<file path="src/rtl/ld_st_req_arbiter.sv">
// Round-robin arbiter sharing one DTLB/dCache request path between load and store units,
// sequencing each granted op through translation, memory handshake and response.
module ld_st_req_arbiter #(
    parameter int unsigned ADDR_W = 40,
    parameter int unsigned TLB_TO = 64,
    parameter int unsigned TO_W   = 7
) (
    input  logic              clk,
    input  logic              rst,
    input  logic              ld_req_valid_i,
    input  logic [ADDR_W-1:0] ld_addr_i,
    output logic              ld_req_ready_o,
    input  logic              st_req_valid_i,
    input  logic [ADDR_W-1:0] st_addr_i,
    output logic              st_req_ready_o,
    input  logic              kill_mem_op_i,
    output logic              trns_req_o,
    output logic [ADDR_W-1:0] trns_vaddr_o,
    input  logic              dtlb_hit_i,
    output logic              mem_req_valid_o,
    output logic              mem_is_store_o,
    input  logic              mem_req_ready_i,
    input  logic              mem_resp_valid_i,
    output logic              ld_done_o,
    output logic              st_done_o,
    output logic              tlb_timeout_o,
    output logic              busy_o
);

    typedef enum logic [2:0] {
        StIdle     = 3'd0,
        StTrans    = 3'd1,
        StWaitTlb  = 3'd2,
        StIssue    = 3'd3,
        StWaitResp = 3'd4
    } state_e;

    localparam logic [TO_W-1:0] ToLast = TO_W'(TLB_TO - 1);

    state_e            r_state, w_state_d;
    logic              r_last_st, w_last_st_d;
    logic [TO_W-1:0]   r_to_cnt, w_to_cnt_d;
    logic              r_drop, w_drop_d;
    logic [ADDR_W-1:0] r_addr, w_addr_d;
    logic              r_is_store, w_is_store_d;
    logic              w_grant_st;
    logic              w_grant_ld;
    logic              w_to_hit;

    // Store wins only if it is alone or the load was granted last.
    assign w_grant_st = st_req_valid_i && (!ld_req_valid_i || !r_last_st);
    assign w_grant_ld = ld_req_valid_i && !w_grant_st;
    assign w_to_hit   = (r_to_cnt == ToLast);

    assign busy_o         = (r_state != StIdle);
    assign trns_vaddr_o   = r_addr;
    assign mem_is_store_o = r_is_store;

    always_ff @(posedge clk or negedge rst) begin
        if (!rst) begin
            r_state    <= StIdle;
            r_last_st  <= 1'b1;
            r_to_cnt   <= '0;
            r_drop     <= 1'b0;
            r_addr     <= '0;
            r_is_store <= 1'b0;
        end else begin
            r_state    <= w_state_d;
            r_last_st  <= w_last_st_d;
            r_to_cnt   <= w_to_cnt_d;
            r_drop     <= w_drop_d;
            r_addr     <= w_addr_d;
            r_is_store <= w_is_store_d;
        end
    end

    always_comb begin
        w_state_d       = r_state;
        w_last_st_d     = r_last_st;
        w_to_cnt_d      = r_to_cnt;
        w_drop_d        = r_drop;
        w_addr_d        = r_addr;
        w_is_store_d    = r_is_store;
        ld_req_ready_o  = 1'b0;
        st_req_ready_o  = 1'b0;
        trns_req_o      = 1'b0;
        mem_req_valid_o = 1'b0;
        ld_done_o       = 1'b0;
        st_done_o       = 1'b0;
        tlb_timeout_o   = 1'b0;

        unique case (r_state)
            StIdle: begin
                if (!kill_mem_op_i && (ld_req_valid_i || st_req_valid_i)) begin
                    ld_req_ready_o = w_grant_ld;
                    st_req_ready_o = w_grant_st;
                    w_addr_d       = w_grant_st ? st_addr_i : ld_addr_i;
                    w_is_store_d   = w_grant_st;
                    w_last_st_d    = w_grant_st;
                    w_state_d      = StTrans;
                end
            end
            StTrans: begin
                if (kill_mem_op_i) begin
                    w_state_d = StIdle;
                end else begin
                    trns_req_o = 1'b1;
                    w_to_cnt_d = '0;
                    w_state_d  = StWaitTlb;
                end
            end
            StWaitTlb: begin
                if (kill_mem_op_i) begin
                    w_state_d = StIdle;
                end else if (dtlb_hit_i) begin
                    w_state_d = StIssue;
                end else if (w_to_hit) begin
                    tlb_timeout_o = 1'b1;
                    w_state_d     = StIdle;
                end else begin
                    w_to_cnt_d = r_to_cnt + TO_W'(1);
                end
            end
            StIssue: begin
                if (kill_mem_op_i) begin
                    w_state_d = StIdle;
                end else begin
                    mem_req_valid_o = 1'b1;
                    if (mem_req_ready_i) begin
                        w_state_d = StWaitResp;
                    end
                end
            end
            StWaitResp: begin
                // The request is already in flight; a kill only suppresses the done pulse.
                if (mem_resp_valid_i) begin
                    ld_done_o = !r_drop && !kill_mem_op_i && !r_is_store;
                    st_done_o = !r_drop && !kill_mem_op_i && r_is_store;
                    w_drop_d  = 1'b0;
                    w_state_d = StIdle;
                end else if (kill_mem_op_i) begin
                    w_drop_d = 1'b1;
                end
            end
            default: w_state_d = StIdle;
        endcase
    end

endmodule
</file>
<file path="config.mk">
export PLATFORM = sky130hd
export DESIGN_NAME = ld_st_req_arbiter
export DESIGN_NICKNAME = d
export VERILOG_FILES = /design/src/rtl/ld_st_req_arbiter.sv
export SDC_FILE = /design/constraint.sdc
export NUM_CORES = 1
export LEC_CHECK = 0
export CORE_MARGIN = 1.5
export CORE_UTILIZATION = 25
export DETAILED_ROUTE_END_ITERATION = 8
export MAX_ROUTING_LAYER = met4
export SLEW_MARGIN = 20
export SYNTH_ARGS = -nofsm -noshare
export SYNTH_HDL_FRONTEND = slang
export SYNTH_SLANG_ARGS = --single-unit
</file>
<file path="constraint.sdc">
create_clock -name clk -period 3.3 [get_ports clk]
set_input_delay 0.33 -clock clk [delete_from_list [all_inputs] [get_ports clk]]
set_output_delay 0.33 -clock clk [all_outputs]
set_load 0.1 [all_outputs]
</file>
# == Word-level counts from Yosys, hierarchy flattened ==
# Cells that the tools add are included.
# W data, S select, Z words.
# word_totals
regBits,53
latchBits,0
mem_bits_rw,0
rom_bits,0
input_bits,88
output_inout_bits,49
memories,0
# classes
addsub,1
multipliers,0
div,0
n_lt_le_gt_ge,0
n_eq_ne,13
n_shift,0
mux,32
n_bitwise,0
n_reduce_logical,22
# op_table
op,count
$mux W40,1
$mux W7,4
$mux W3,7
$mux W1,17
$pmux W3 S5,1
$pmux W7 S2,1
$ne A2 B2 Y1 const B,6
$add A7 B1 Y7 const B,1
$eq A7 B6 Y1 const B,1
$eq A3 B2 Y1 const B,2
$logic_and A1 B1 Y1,6
$logic_not A1 Y1,6
$reduce_and A5 Y1,1
$ne A4 B4 Y1 const B,1
$reduce_and A2 Y1,2
$reduce_and A4 Y1,1
$reduce_bool A2 Y1,2
$eq A3 B1 Y1 const B,1
$eq A3 B3 Y1 const B,1
$logic_not A3 Y1,1
$ne A3 B3 Y1 const B,1
$reduce_bool A3 Y1,1
$logic_or A1 B1 Y1,2
$mux W2,1

# == Depth between registers and ports, before layout ==
# logic_depth
word_depth,7
depth_mapped,7
depth_no_buf,5

# == Worst setup path before layout ==
# OpenSTA, ideal clock, no wires.
# synth_timing
path_kind,register to output
startpoint,"reg r_is_store, in the netlist mem_is_store_o"
endpoint,out st_done_o
t_arrival_ns,4.096
setup_slack_ns,-1.126
path_stages_with_launch,2
cell_sequence,dfrtp_1 -> nor4b_1
# synth_between
elab_chain_cells,3
# synth_rtl
item,line_no,rtl
from (decl),45,"logic r_is_store, w_is_store_d;"
from (signal assigned),73,r_is_store <= w_is_store_d;
$logic_and A1 B1 Y1,138,st_done_o = !r_drop && !kill_mem_op_i && r_is_store;
$mux W1,136,if (mem_resp_valid_i) begin
$mux W1,92,unique case (r_state)
to (decl),25,"output logic st_done_o,"
# No other way between the ends.

# == Worst setup path in the final report ==
# layout_timing
startpoint,reg r_state[0]
endpoint,out busy_o
# layout_between
elab_chain_cells,1
# layout_rtl
item,line_no,rtl
from (decl),40,"state_e r_state, w_state_d;"
from (signal assigned),61,r_state <= StIdle;
from (signal assigned),68,r_state <= w_state_d;
$reduce_bool A3 Y1,55,assign busy_o = (r_state != StIdle);
to (decl),27,output logic busy_o
# No other way between the ends.

==> flow_summary.ini <==
[status]
status = finished clean

[pwr]
p_comb_share_pct = 58.3
powerDensity_nw_per_um2 = 785
leakage_nw = 1.80
clockPowerShare_pct = 13.7
ir_drop_v = 0.000400
sequentialPowerShare_pct = 28.0
switching_power_mw = 1.75
switching_share_pct = 53.1
p_int_mw = 1.55

[route]
vias = 2246
drc = 0
ant_nets = 0
wl_per_cell_um = 12.9
viasPerCell = 4.27
drt_iter0_drc = 121
finalWirelength_mm = 6.79
drt_first_pass_iters = 4

[grt]
grt_overflow = 0
grt_max_degree = 46
grt_pass1_vias = 2201
grt_pass1_wl_mm = 10.9
grt_use_total_pct = 12.5
antenna_found_initial = 0

[logic_synthesis]
synth_commonest_cells = 52 x dfrtp_1, 50 x nand2_1, 42 x mux2i_1
synth.top_cell.area_share_pct = 49.3
ys_async_sr_fraction_pct = 100
synth_edf_count = 0
ys_types = 40
yosys_register_bits = 53
synth_ff_type = dfrtp_1
yosysTopAreaCell = dfrtp_1
synth.area.top_cells = dfrtp_1 49%, mux2i_1 16%, o21ai_1 7.8%
synth_most_common_cell = dfrtp_1
syn_inst = 257
synth_area_um2 = 2640
synth_fp_nets = 346
yosysWarningCount = 0
yosysSeqAreaShare_pct = 50.3
avgSynthCellArea_um2 = 10.3

[critical_path]
r2r_cells = 5
critical_path_class = reg -> out
worst_ep_required_time_ns = 2.97
crit_fanout = 9
startpoint_type = flop
critPathCaptureType = primary output
worstPathArrival_ns = 2.15

[cells_and_area]
nNetsFinal = 478
fillers = 1048
multi_input_comb_area_um2 = 1190
regArea_um2 = 1330
design_area_um2 = 4210
drive_gt1_share_pct = 7.95
n_antenna_cell = 0
area_growth_pct = 59.2

[clock_tree]
clock_latency_ns = 0.29
cts_resized = 0
clockBufferDepth = 2
clk_pin_slew_ns = 0.09
cts_made_buffers = 5
htreeDepth = 2
root_buffer = clkbuf_8
cts_hold_buf = 0
post-cts-setup-buffers = 0
clkSinkCount = 53
cts_tree = built

[floorplanning]
ios = 137
fp.dieH_um = 106
core-area_um2 = 10300
num_rows = 37
start_util_pct = 25.7
die-area_um2 = 11200
die_x_um = 106

[sta]
post-route-period-util_pct = 75.3
holdWs_ns = 0.0141
skew_ns = 0.00426
tns_ns = 0
maxSlewHeadroom_pct = 31.6
setup_viol = 0
slew_viol_final = 0
fmax_mhz = 403
tightest_slew_ns = 1.02
rsz0062_at_grt = no
hold_viol = 0
finalCriticalPeriod_ns = 2.48

[placement]
placed_cell_area_um2 = 4090
gp_congestion = 0.758
hpwl_mm = 5.19
io_buffer_count = 136

[worst_hold_path]
hp-class = in -> async

[job]
max_cap_viol_count = 0
==> cells by family (layout without fill, tap and decap cells) <==
family,after synthesis,count (layout),share of synthesized area [%]
and+or+nand+nor,79,79,14.5
DFF,53,53,50.3
buffers and inverters,21,154,5.07
AOI/OAI and AO/OA,61,61,13.7
muxes,42,42,15.9
adders and majority gates,1,1,0.474
==> layout make-up <==
cell class | count | area share [%]
Tap cell | 136 | 4.05
Timing Repair Buffer | 141 | 32.8
Multi-Input combinational cell | 183 | 28.4
Clock buffer | 7 | 2.05
Inverter | 5 | 0.446
Clock inverter | 1 | 0.714
Sequential cell | 53 | 31.6
==> layer usage <==
layer  share of wire (%)  vias to the layer above  global-route usage [%]
li1                    -                     1156                       -
met1                  45                     1006                    15.8
met2                  48                       82                    20.5
met3                 6.5                        2                    3.15
met4                0.31                        0                    2.32
met5                   0                        -                       -
==> power groups by stage <==
stage | Sequential (mW) | Combinational (mW) | Clock (mW)
floorplan | 2.03 | 0.338 | 0
global placement | 0.933 | 1.93 | 0
detailed placement | 0.936 | 1.94 | 0
CTS | 0.927 | 1.94 | 0.478
global route | 0.952 | 2.00 | 0.500
finish | 0.923 | 1.92 | 0.454
==> registers in the layout, indices dropped and copies added (netlist names) <==
register / cells
trns_vaddr_o: 40
r_to_cnt: 7
r_state: 3
mem_is_store_o: 1
r_drop: 1
r_last_st: 1
==> critical path, cell delays in order (launching register included) <==
cell and delay (ns):
dfrtp_1 0.49, or3_1 0.40, clkdlybuf4s50_1 0.97
==> path summary, 6_finish.rpt <==
path	to	startpoint	slack (ns)
hold / removal	trns_vaddr_o[31]$_DFFE_PN0P_	rst	0.01
setup / recovery	busy_o	r_state[0]$_DFFE_PN0P_	0.82
max in group asynchronous	trns_vaddr_o[0]$_DFFE_PN0P_	rst	2.71
setup reg to reg	trns_vaddr_o[10]$_DFFE_PN0P_	r_last_st$_DFFE_PN1P_	1.57
min in group clk	trns_vaddr_o[31]$_DFFE_PN0P_	trns_vaddr_o[31]$_DFFE_PN0P_	0.49
hold reg to reg	trns_vaddr_o[31]$_DFFE_PN0P_	trns_vaddr_o[31]$_DFFE_PN0P_	0.49
==> cell usage in the layout, fill, tap and decap left out, drive strengths merged <==
| cell type | n |
|---|---|
| a21o | 3 |
| a21oi | 2 |
| a311oi | 1 |
| a31oi | 2 |
| a32o | 1 |
| and2 | 2 |
| and2b | 1 |
| buf | 13 |
| bufinv | 1 |
| clkbuf | 7 |
| clkdlybuf4s50 | 128 |
| dfrtp | 52 |
| dfstp | 1 |
| ha | 1 |
| inv | 5 |
| mux2i | 42 |
| nand2 | 50 |
| nand2b | 1 |
| nand3 | 3 |
| nand4 | 1 |
| nor2 | 6 |
| nor2b | 3 |
| nor3 | 2 |
| nor3b | 2 |
| nor4 | 1 |
| nor4b | 1 |
| o211ai | 2 |
| o21a | 3 |
| o21ai | 42 |
| o221ai | 3 |
| o2bb2ai | 1 |
| o32a | 1 |
| or2 | 1 |
| or3 | 5 |
==> metrics by stage <==
step | setup WS [ns] | util (%) | cells | total power [mW]
final | 0.816 | 40.9 | 526 | 3.30
after floorplan | 0.131 | - | 257 | 2.36
after global routing | 0.749 | 40.9 | 526 | 3.45
after detailed placement | 1.07 | 39.8 | 518 | 2.88
after CTS | 0.798 | 40.9 | 526 | 3.34
after global placement | 1.08 | 39.8 | 518 | 2.87
No activity file was read; power rests on OpenSTA's default activity.
